### src/rtl/vga_timing.sv
// vga_timing: raster timing generator for 1024x768 @ 60 Hz (65 MHz pixel clock).
// First stage of the video pipeline: every downstream draw stage takes its
// pixel counters and blanking/sync flags from here.
//
// Ports:
//   clk        pixel clock
//   rst        synchronous active-high reset
//   en         pixel advance enable; when low all state and outputs hold
//   hcount     horizontal pixel index, 0..HOR_TOTAL-1
//   vcount     vertical line index, 0..VER_TOTAL-1
//   hblnk      high when hcount >= HOR_ACTIVE
//   vblnk      high when vcount >= VER_ACTIVE
//   hsync      horizontal sync pulse
//   vsync      vertical sync pulse
//   sof        one-cycle start-of-frame strobe (not raised by reset)
//   frame_cnt  completed-frame counter, wraps 65535 -> 0
//
// Optional macro VGA_TIMING_NEG_SYNC_EN: when defined, hsync/vsync are
// active-low (idle 1, including reset); otherwise active-high (idle 0).

package vga_pkg;
  localparam int HOR_TOTAL_TIME = 1344;
  localparam int HOR_PIXELS     = 1024;
  localparam int HOR_SYNC_START = 1048;
  localparam int HOR_SYNC_TIME  = 136;
  localparam int VER_TOTAL_TIME = 806;
  localparam int VER_PIXELS     = 768;
  localparam int VER_SYNC_START = 771;
  localparam int VER_SYNC_TIME  = 6;
endpackage

module vga_timing #(
  parameter int HOR_TOTAL      = vga_pkg::HOR_TOTAL_TIME,
  parameter int HOR_ACTIVE     = vga_pkg::HOR_PIXELS,
  parameter int HOR_SYNC_START = vga_pkg::HOR_SYNC_START,
  parameter int HOR_SYNC_LEN   = vga_pkg::HOR_SYNC_TIME,
  parameter int VER_TOTAL      = vga_pkg::VER_TOTAL_TIME,
  parameter int VER_ACTIVE     = vga_pkg::VER_PIXELS,
  parameter int VER_SYNC_START = vga_pkg::VER_SYNC_START,
  parameter int VER_SYNC_LEN   = vga_pkg::VER_SYNC_TIME
) (
  input  logic        clk,
  input  logic        rst,
  input  logic        en,
  output logic [10:0] hcount,
  output logic [10:0] vcount,
  output logic        hblnk,
  output logic        vblnk,
  output logic        hsync,
  output logic        vsync,
  output logic        sof,
  output logic [15:0] frame_cnt
);

`ifdef VGA_TIMING_NEG_SYNC_EN
  localparam logic SYNC_ACTIVE = 1'b0;
`else
  localparam logic SYNC_ACTIVE = 1'b1;
`endif

  localparam logic [10:0] H_LAST = 11'(HOR_TOTAL - 1);
  localparam logic [10:0] V_LAST = 11'(VER_TOTAL - 1);

  // Geometry sanity checks, evaluated at elaboration.
  if (!(HOR_ACTIVE < HOR_SYNC_START)) begin : g_chk_h_active
    $error("vga_timing: HOR_ACTIVE must be below HOR_SYNC_START");
  end
  if (!(HOR_SYNC_START + HOR_SYNC_LEN <= HOR_TOTAL)) begin : g_chk_h_sync
    $error("vga_timing: horizontal sync window exceeds HOR_TOTAL");
  end
  if (!(VER_ACTIVE < VER_SYNC_START)) begin : g_chk_v_active
    $error("vga_timing: VER_ACTIVE must be below VER_SYNC_START");
  end
  if (!(VER_SYNC_START + VER_SYNC_LEN <= VER_TOTAL)) begin : g_chk_v_sync
    $error("vga_timing: vertical sync window exceeds VER_TOTAL");
  end
  if (!(HOR_TOTAL <= 2048 && VER_TOTAL <= 2048)) begin : g_chk_width
    $error("vga_timing: totals do not fit the 11-bit counters");
  end

  // Half-open window test [start, start+len), unsigned.
  function automatic logic in_window(input logic [10:0] val, input int start, input int len);
    return (int'(val) >= start) && (int'(val) < start + len);
  endfunction

  function automatic logic sync_level(input logic active);
    return active ? SYNC_ACTIVE : ~SYNC_ACTIVE;
  endfunction

  logic        h_last;
  logic        v_last;
  logic [10:0] hcount_nxt;
  logic [10:0] vcount_nxt;

  // Next counter position; flags are derived from it so they register
  // together with the counters and carry no skew.
  always_comb begin
    h_last     = (hcount == H_LAST);
    v_last     = (vcount == V_LAST);
    hcount_nxt = hcount + 11'd1;
    vcount_nxt = vcount;
    if (h_last) begin
      hcount_nxt = '0;
      vcount_nxt = v_last ? 11'd0 : vcount + 11'd1;
    end
  end

  // Stage p0: registered counters, flags and strobes.
  always_ff @(posedge clk) begin
    if (rst) begin
      hcount    <= '0;
      vcount    <= '0;
      hblnk     <= 1'b0;
      vblnk     <= 1'b0;
      hsync     <= ~SYNC_ACTIVE;
      vsync     <= ~SYNC_ACTIVE;
      sof       <= 1'b0;
      frame_cnt <= '0;
    end else if (en) begin
      hcount <= hcount_nxt;
      vcount <= vcount_nxt;
      hblnk  <= (int'(hcount_nxt) >= HOR_ACTIVE);
      vblnk  <= (int'(vcount_nxt) >= VER_ACTIVE);
      hsync  <= sync_level(in_window(hcount_nxt, HOR_SYNC_START, HOR_SYNC_LEN));
      vsync  <= sync_level(in_window(vcount_nxt, VER_SYNC_START, VER_SYNC_LEN));
      // Strobe only on a genuine frame wrap, never on the reset (0,0).
      sof    <= h_last && v_last;
      if (h_last && v_last) begin
        frame_cnt <= frame_cnt + 16'd1;
      end
    end
  end

endmodule

### config.mk
export PLATFORM = sky130hd
export DESIGN_NAME = vga_timing
export DESIGN_NICKNAME = d
export VERILOG_FILES = /design/src/rtl/vga_timing.sv
export SDC_FILE = /design/constraint.sdc
export NUM_CORES = 1
export LEC_CHECK = 0
export CAP_MARGIN = 20
export CORE_ASPECT_RATIO = 1.75
export CORE_UTILIZATION = 50
export DETAILED_ROUTE_END_ITERATION = 10
export PLACE_DENSITY = 0.86
export SETUP_SLACK_MARGIN = 0.05
export SLEW_MARGIN = 40
export SYNTH_ARGS = -nofsm -noshare
export SYNTH_HDL_FRONTEND = slang
export SYNTH_SLANG_ARGS = --single-unit
### constraint.sdc
create_clock -name clk -period 5.05 [get_ports clk]
set_clock_uncertainty 0.2 [all_clocks]
set_input_delay 1.01 -clock clk [delete_from_list [all_inputs] [get_ports clk]]
set_output_delay 1.01 -clock clk [all_outputs]
set_load 0.02 [all_outputs]
# [Word-level counts from Yosys, hierarchy flattened]
# Cells that the tools add are included.
[totals] register_bits=43 in_bits=3 output_inout_bits=43 wordCells=28
[classes] n_addsub=3 n_lt_le_gt_ge=6 n_eq_ne=2 mux=5 n_reduce_logical=4
[op_table] cell="two-way mux 11 bit" n=3
[op_table] cell="adder 11 x 1 -> 11 bit, second input constant" n=2
[op_table] cell="greater-or-equal comparator 11 x 10 -> 1 bit, second input constant" n=2
[op_table] cell="greater-or-equal comparator 11 bit, second input constant" n=2
[op_table] cell="adder 16 x 1 -> 16 bit, second input constant" n=1
[op_table] cell="equality test 11 x 10 -> 1 bit, second input constant" n=1
[op_table] cell="equality test 11 bit, second input constant" n=1
[op_table] cell="less-than comparator 11 x 10 -> 1 bit, second input constant" n=1
[op_table] cell="less-than comparator 11 bit, second input constant" n=1
[op_table] cell="logical AND 1 bit" n=3
[op_table] cell="two-way mux 1 bit" n=2
[op_table] cell="AND reduction 2 bit" n=1

# [Depth between registers and ports, before layout]
# Gate-level depths: netlist of run 1.
[logic_depth] ltp_word=6 depth_mapped=9 depth_no_buf=8

# [Worst setup path before layout of run 1]
# Ideal clock, no wire load.
[synth_timing] path_kind="register to register" start="register hcount[0]" end="register vsync" setup_ns=0.092 arrival_ns=2.219 required_ns=4.758 slack_ns=2.538 stages_incl_launch_ff=9 n_path_buf=1 period_less_slack_ns=2.512 path_cell_list="dfxtp_1 > ha_1 > and4_1 > buf_2 > nand3_1 > or4_1 > a32oi_1 > nand3_1 > o32ai_1"
[synth_between] elab_chain_cells=5 elab_cells_between_ends=6 cone_classes="order compare: 2; eq/ne: 1; mux: 2; reduce/logical: 1"
[synth_lines] item="start, declared" line_no="45" source="output logic [10:0] hcount,"
[synth_lines] item="start signal, assigned" line_no="120" source="hcount <= hcount_nxt;"
[synth_lines] item="equality test 11 bit *" line_no="98" source="h_last = (hcount == H_LAST);"
[synth_lines] item="two-way mux 11 bit *" line_no="102" source="if (h_last) begin"
[synth_lines] item="greater-or-equal comparator 11 x 10 -> 1 bit or less-than comparator 11 x 10 -> 1 bit (tied branches)" line_no="83" source="return (int'(val) >= start) && (int'(val) < start + len);"
[synth_lines] item="logical AND 1 bit *" line_no="83"
[synth_lines] item="two-way mux 1 bit *" line_no="87" source="return active ? SYNC_ACTIVE : ~SYNC_ACTIVE;"
[synth_lines] item="end signal, assigned" line_no="116" source="vsync <= ~SYNC_ACTIVE;"
[synth_lines] item="end signal, assigned" line_no="125" source="vsync <= sync_level(in_window(vcount_nxt, VER_SYNC_START, VER_SYNC_LEN));"
[synth_lines] item="end, declared" line_no="50" source="output logic vsync,"
# Every way passes the cells marked *; elsewhere a longest branch is shown, timed or not.
# A chain may end at the register's enable or synchronous reset.

# [Worst setup path in the final report of run 1]
[layout_timing] start="input en" end="register frame_cnt[5]"
[layout_between] elab_chain_cells=1
[layout_lines] item="start, declared" line_no="44" source="input logic en,"
[layout_lines] item="AND reduction 2 bit (no line)"
[layout_lines] item="end signal, assigned" line_no="129" source="frame_cnt <= frame_cnt + 16'd1;"
[layout_lines] item="end, declared" line_no="52" source="output logic [15:0] frame_cnt"
# Every way passes these cells.

==> results of run 1 <==
## worst max-delay path by stage
stage                     cells after the start  slack [ps]                         end
after CTS                                     7        1950   frame_cnt[5]$_SDFFE_PP0P_
after floorplan                               8        2540          vsync$_SDFFE_PP0P_
after global placement                        7        1700  frame_cnt[15]$_SDFFE_PP0P_
final                                         7        1940   frame_cnt[5]$_SDFFE_PP0P_
after detailed placement                      7        1640   frame_cnt[5]$_SDFFE_PP0P_
after global routing                          7        1810   frame_cnt[5]$_SDFFE_PP0P_
## stage by stage
stage / worst slack (ps) / utilization (%) / cells / total power [W] / cell area (um^2)
after floorplan: 2540 / - / 308 / 0.000372 / 2420
after global placement: 1700 / 61.6 / 388 / 0.000387 / 2870
after detailed placement: 1640 / 61.5 / 388 / 0.000387 / 2870
after CTS: 1950 / 63.8 / 396 / 0.000654 / 2980
after global routing: 1810 / 63.8 / 396 / 0.000674 / 2980
final: 1940 / 63.8 / 396 / 0.000651 / 2980
## power breakdown
part	total (W)	switching, W	internal (W)
combinational	0.0000375	0.0000214	0.0000160
sequential	0.000343	0.00000805	0.000335
clock	0.000271	0.000123	0.000148
## worst reg2reg max path: stages (launching register included)
cell and delay, ps:
dfxtp_1 470, ha_1 340, and4_1 400, nand3_1 350
or4_1 560, a32oi_1 300, nand3_1 120, o32ai_1 110
## flip-flops by register name, summed over array words and instances (netlist names)
signal / cells
vsync: 1
hcount: 11
vcount: 11
vblnk: 1
hsync: 1
sof: 1
frame_cnt: 16
## layout make-up
type	instances	area share, %
clock inverters	2	1.26
well taps	52	2.18
flip-flops and latches	42	28.2
clock buffers	6	2.44
inverters	7	0.882
repair buffers	49	16.0
multi-input cells	238	49.0
## kinds of logic (layout without fill, tap and decap cells)
| family | Yosys count | after routing |
|---|---|---|
| compound gates | 57 | 57 |
| xor+xnor | 19 | 19 |
| fa+ha+maj | 4 | 4 |
| buf+inv | 28 | 64 |
| flops | 42 | 42 |
| mux | 4 | 4 |
| simple gates | 154 | 154 |
## routing by layer
metal	track usage [%]	part of all wire, %
met5	0	0
met2	42.9	52
met1	30.3	39
met4	15.6	4.1
met3	5.50	4.4
## cells in the final DEF (no fill, tap or decap), drive strengths merged, types with 4 or more instances in the layout
cell type / instances
a21oi: 20
or3: 7
nand4: 7
o21ai: 12
xor2: 4
inv: 7
clkdlybuf4s50: 44
nor4: 5
ha: 4
or4: 4
nand2: 25
dfxtp: 42
nor2: 47
buf: 5
clkbuf: 6
nor3: 18
nand3: 20
xnor2: 15
nand2b: 5
mux2i: 4
==> out/results.txt, run 1 <==
Mapped Area - 0.00242 mm^2
GPL Wtd Cong - 0.845
first-pass GRT wire length - 10100 um
clk slew on worst S/H paths - 80 ps
Buf+Inv Stages, Crit Path - 1
drt initial violations - 62
largest family of logic cells by synthesized area - simple AND/OR/NAND/NOR gates
HP Class - flop to flop
crit-path max FO - 15
Hold EP - hsync$_SDFFE_PP0P_
Synth top area share - 34.7%
drc violations - 0
Tmin final - 3110 ps
largest net degree at the start of global routing - 26
Clk Latency, worst-skew pair - 300 ps
vias per cell - 6.23
Via Count - 2466
RSZ-0062 raised after global routing - no
CTS Sinks - 42
ANT nets after route - 0
Wirelength per Cell - 15.5 um
Max clock buf depth - 2
setup TNS - 0 ps
P&R area growth vs syn - 23.0%
largest area contributor in the netlist - dfxtp_1
Post-Synth XOR/XNOR Area - 6.87%
post_cts resized - 0
Slew headroom - 54.9%
CTS root buffer - clkbuf_8
Core Rows - 33
hold_sp - hsync$_SDFFE_PP0P_
Leak - 0.921 nW
Die Y - 94.1 um
Routed WL - 6140 um
drt first pass iters - 4
Period Utilization, post-route - 61.5%
Tightest Pin Transition - 674 ps
Mapped Nets - 315
Sequential Area - 841 um^2
r2r setup slk - 2120 ps
Hold Path Depth - 2
CP max stage cell - clkdlybuf4s50_1
die area - 0.00514 mm^2
syn avg cell area - 7.86 um^2
synth warn - 0
pwr/cell area - 219 mW/mm^2
Total GRT Usage - 26.5%
CTS tree - done
reg-to-reg critical path endpoint - vsync$_SDFFE_PP0P_
RR Startpoint - hcount[0]$_SDFFE_PP0P_
Synth Area in Adders - 2.07%
num ports - 46
dpl hpwl - 4220 um
Hold WS - 274 ps
critical path type - input port to flop
compound-gate portion of the synthesized area - 15.2%
post-synth cell types - 49
share of cells above drive strength 1 - 6.40%
number of synthesized flops with an enable pin - 0
CTS Buf Count - 5
Crit. End Element - flop
hold_buf cts - 0
footprint of the multi-input gates - 0.00146 mm^2
Yosys reg bits - 42
synthesized-area fraction occupied by and/or/nand/nor cells - 34.5%
vias in the first global route - 2249
Synth Flop Type - dfxtp_1
main area contributors after synthesis - dfxtp_1 (35%), nor2_1 (7.3%), xnor2_1 (5.4%)
Cells after Synth - 308
Initial Utilization - 51.9%
R2R cell count - 7
final hold viol count - 0
most instantiated cells after synthesis - nor2_1 (47), dfxtp_1 (42), nand2_1 (25)
Final Slew Violations - 0
CP Cell Sequence - clkdlybuf4s50_1, nand2_1, nor4_4, nand2_1, nor3_1, xnor2_1, nor2_1
mux share of post-synthesis cell area - 1.65%
Post-synth ARST share - 0%
maxcap violations - 0
remaining global-route overflow - 0
# fillers - 394
antenna violations before repair - 0
maximum clock frequency - 322 MHz
CTS H-tree lvls - 2
largest stage delay on the critical path - 790 ps
kind of cell adding the most delay to the critical path - simple AND/OR/NAND/NOR gates
Worst Path Arrival - 3110 ps
Startpoint Class - input port
core box area - 0.00467 mm^2
crit-path most repeated cell - nand2_1
worst vdd ir - 167 uV
I/O Buffers - 45
post-CTS setup buffer count - 0
top-count cell post-synth - nor2_1
Final nets - 350
worst setup path start - en
Crit path required time - 5050 ps
Die Wd - 54.6 um
final setup fails - 0
post-synthesis sequential area ratio - 34.7%
status - complete, no violations
diodes inserted - 0
No activity file was read; power rests on OpenSTA's default activity.
==> run 2, diff against run 1 <==
Settings changed: CORE_UTILIZATION 50 to 47, PLACE_DENSITY 0.86 to 0.85.
Clock period 5.05 ns to 2.5 ns, I/O delays scaled along.
==> out/results.txt, run 2 (synthesis gave the netlist of run 1 again) <==
final hold viol count - 0
CTS tree - done
Final Slew Violations - 0
Via Count - 2545
die area - 0.00545 mm^2
drt first pass iters - 4
Wirelength per Cell - 14.8 um
I/O Buffers - 45
RSZ-0062 raised after global routing - no
antenna violations before repair - 0
Die Wd - 56.3 um
Crit path required time - 2510 ps
Final nets - 375
HP Class - flop to flop
CTS Sinks - 42
largest stage delay on the critical path - 440 ps
commonest non-fill, non-tap cell in the layout - nor2_1
Routed WL - 6280 um
CTS Buf Count - 5
maximum clock frequency - 426 MHz
crit-path most repeated cell - nand3_1
CP Cell Sequence - ha_1, nand3_1, or3_1, or4_1, a32oi_2, nand3_1, o32ai_1
CTS root buffer - clkbuf_8
share of cells above drive strength 1 - 13.6%
Core Util, Final - 63.5%
final setup fails - 0
Core Rows - 34
commonest cells after routing, fill and taps aside - nor2_1 (47), clkdlybuf4s50_1 (45), dfxtp_1 (40)
Clk Latency, worst-skew pair - 300 ps
Die Y - 96.9 um
Worst Path Arrival - 2360 ps
Crit. End Element - flop
dpl hpwl - 4610 um
Largest register FFs - 16
first-pass GRT wire length - 10500 um
CP max stage cell - or3_1
CTS H-tree lvls - 2
drc violations - 0
hold_buf cts - 0
pwr/cell area - 388 mW/mm^2
GPL Wtd Cong - 0.837
ANT nets after route - 0
remaining global-route overflow - 0
vias in the first global route - 2411
worst vdd ir - 358 uV
status - complete, no violations
num ports - 46
Startpoint Class - flop
P&R area growth vs syn - 30.6%
Max clock buf depth - 2
Tightest Pin Transition - 600 ps
Total GRT Usage - 23.6%
Slew headroom - 59.5%
# fillers - 439
Leak - 1.04 nW
setup TNS - 0 ps
crit-path max FO - 6
Initial Utilization - 48.6%
Period Utilization, post-route - 94.0%
core box area - 0.00498 mm^2
r2r setup slk - 150 ps
maxcap violations - 0
vias per cell - 6.02
critical path type - flop to flop
largest net degree at the start of global routing - 26
diodes inserted - 0
clk slew on worst S/H paths - 90 ps
Biggest register - frame_cnt
Power Total - 0.00123 W
drt initial violations - 104
Top Registers - frame_cnt x16, hcount x11, vcount x11
Tmin final - 2350 ps
run 2: final cells by class:
cell class	instances	area [um^2]	area share [%]
multi-input combinational	238	1470	46.4
sequential	42	843	26.7
timing repair buffer	74	668	21.1
clock buffer	5	68.8	2.18
tap	54	67.6	2.14
inverter	7	26.3	0.831
clock inverter	3	21.3	0.672
run 2: layer usage:
metal | up-vias | GRT usage, % | part of all wire [%]
li1 | 1233 | - | -
met1 | 1199 | 26.3 | 39
met2 | 86 | 41.1 | 53
met3 | 27 | 3.74 | 3.8
met4 | 0 | 13.7 | 4.4
met5 | - | 0 | 0
run 2: path summary, 6_finish.rpt:
check                         start            endpoint  cells after the start
max          vcount[0]$_SDFFE_PP0P_  vsync$_SDFFE_PP0P_                      7
min              hsync$_SDFFE_PP0P_  hsync$_SDFFE_PP0P_                      2
max reg2reg  vcount[0]$_SDFFE_PP0P_  vsync$_SDFFE_PP0P_                      7
min reg2reg      hsync$_SDFFE_PP0P_  hsync$_SDFFE_PP0P_                      2
run 2: per-stage QoR:
| stage | worst slack, ps | cells | hold slack, ps | cell area (um^2) |
|---|---|---|---|---|
| 4_1_cts | 127 | 421 | 272 | 3140 |
| 3_3_place_gp | 99.5 | 413 | 257 | 3050 |
| 3_5_place_dp | 77.5 | 413 | 257 | 3050 |
| 6_report | 150 | 423 | 271 | 3160 |
| 5_1_grt | 68.9 | 423 | 311 | 3160 |
| 2_1_floorplan | 72.8 | 308 | 344 | 2420 |
run 2: power breakdown:
group / internal (W) / switching, W / leakage, nW
Combinational: 0.0000371 / 0.0000490 / 0.658
Clock: 0.000197 / 0.000256 / 0.0441
Sequential: 0.000677 / 0.0000105 / 0.340
Total: 0.000911 / 0.000316 / 1.04
run 2: critical path: cells and delay by family (launching register included):
kind | cells | cell delay [ps]
simple gates | 4 | 1110
flops | 1 | 370
compound gates | 2 | 370
fa+ha+maj | 1 | 210
run 2: timing repair:
action,in CTS,in global routing
resized for setup,0,1
endpoints found under the setup margin,0,2
setup buffers,0,2
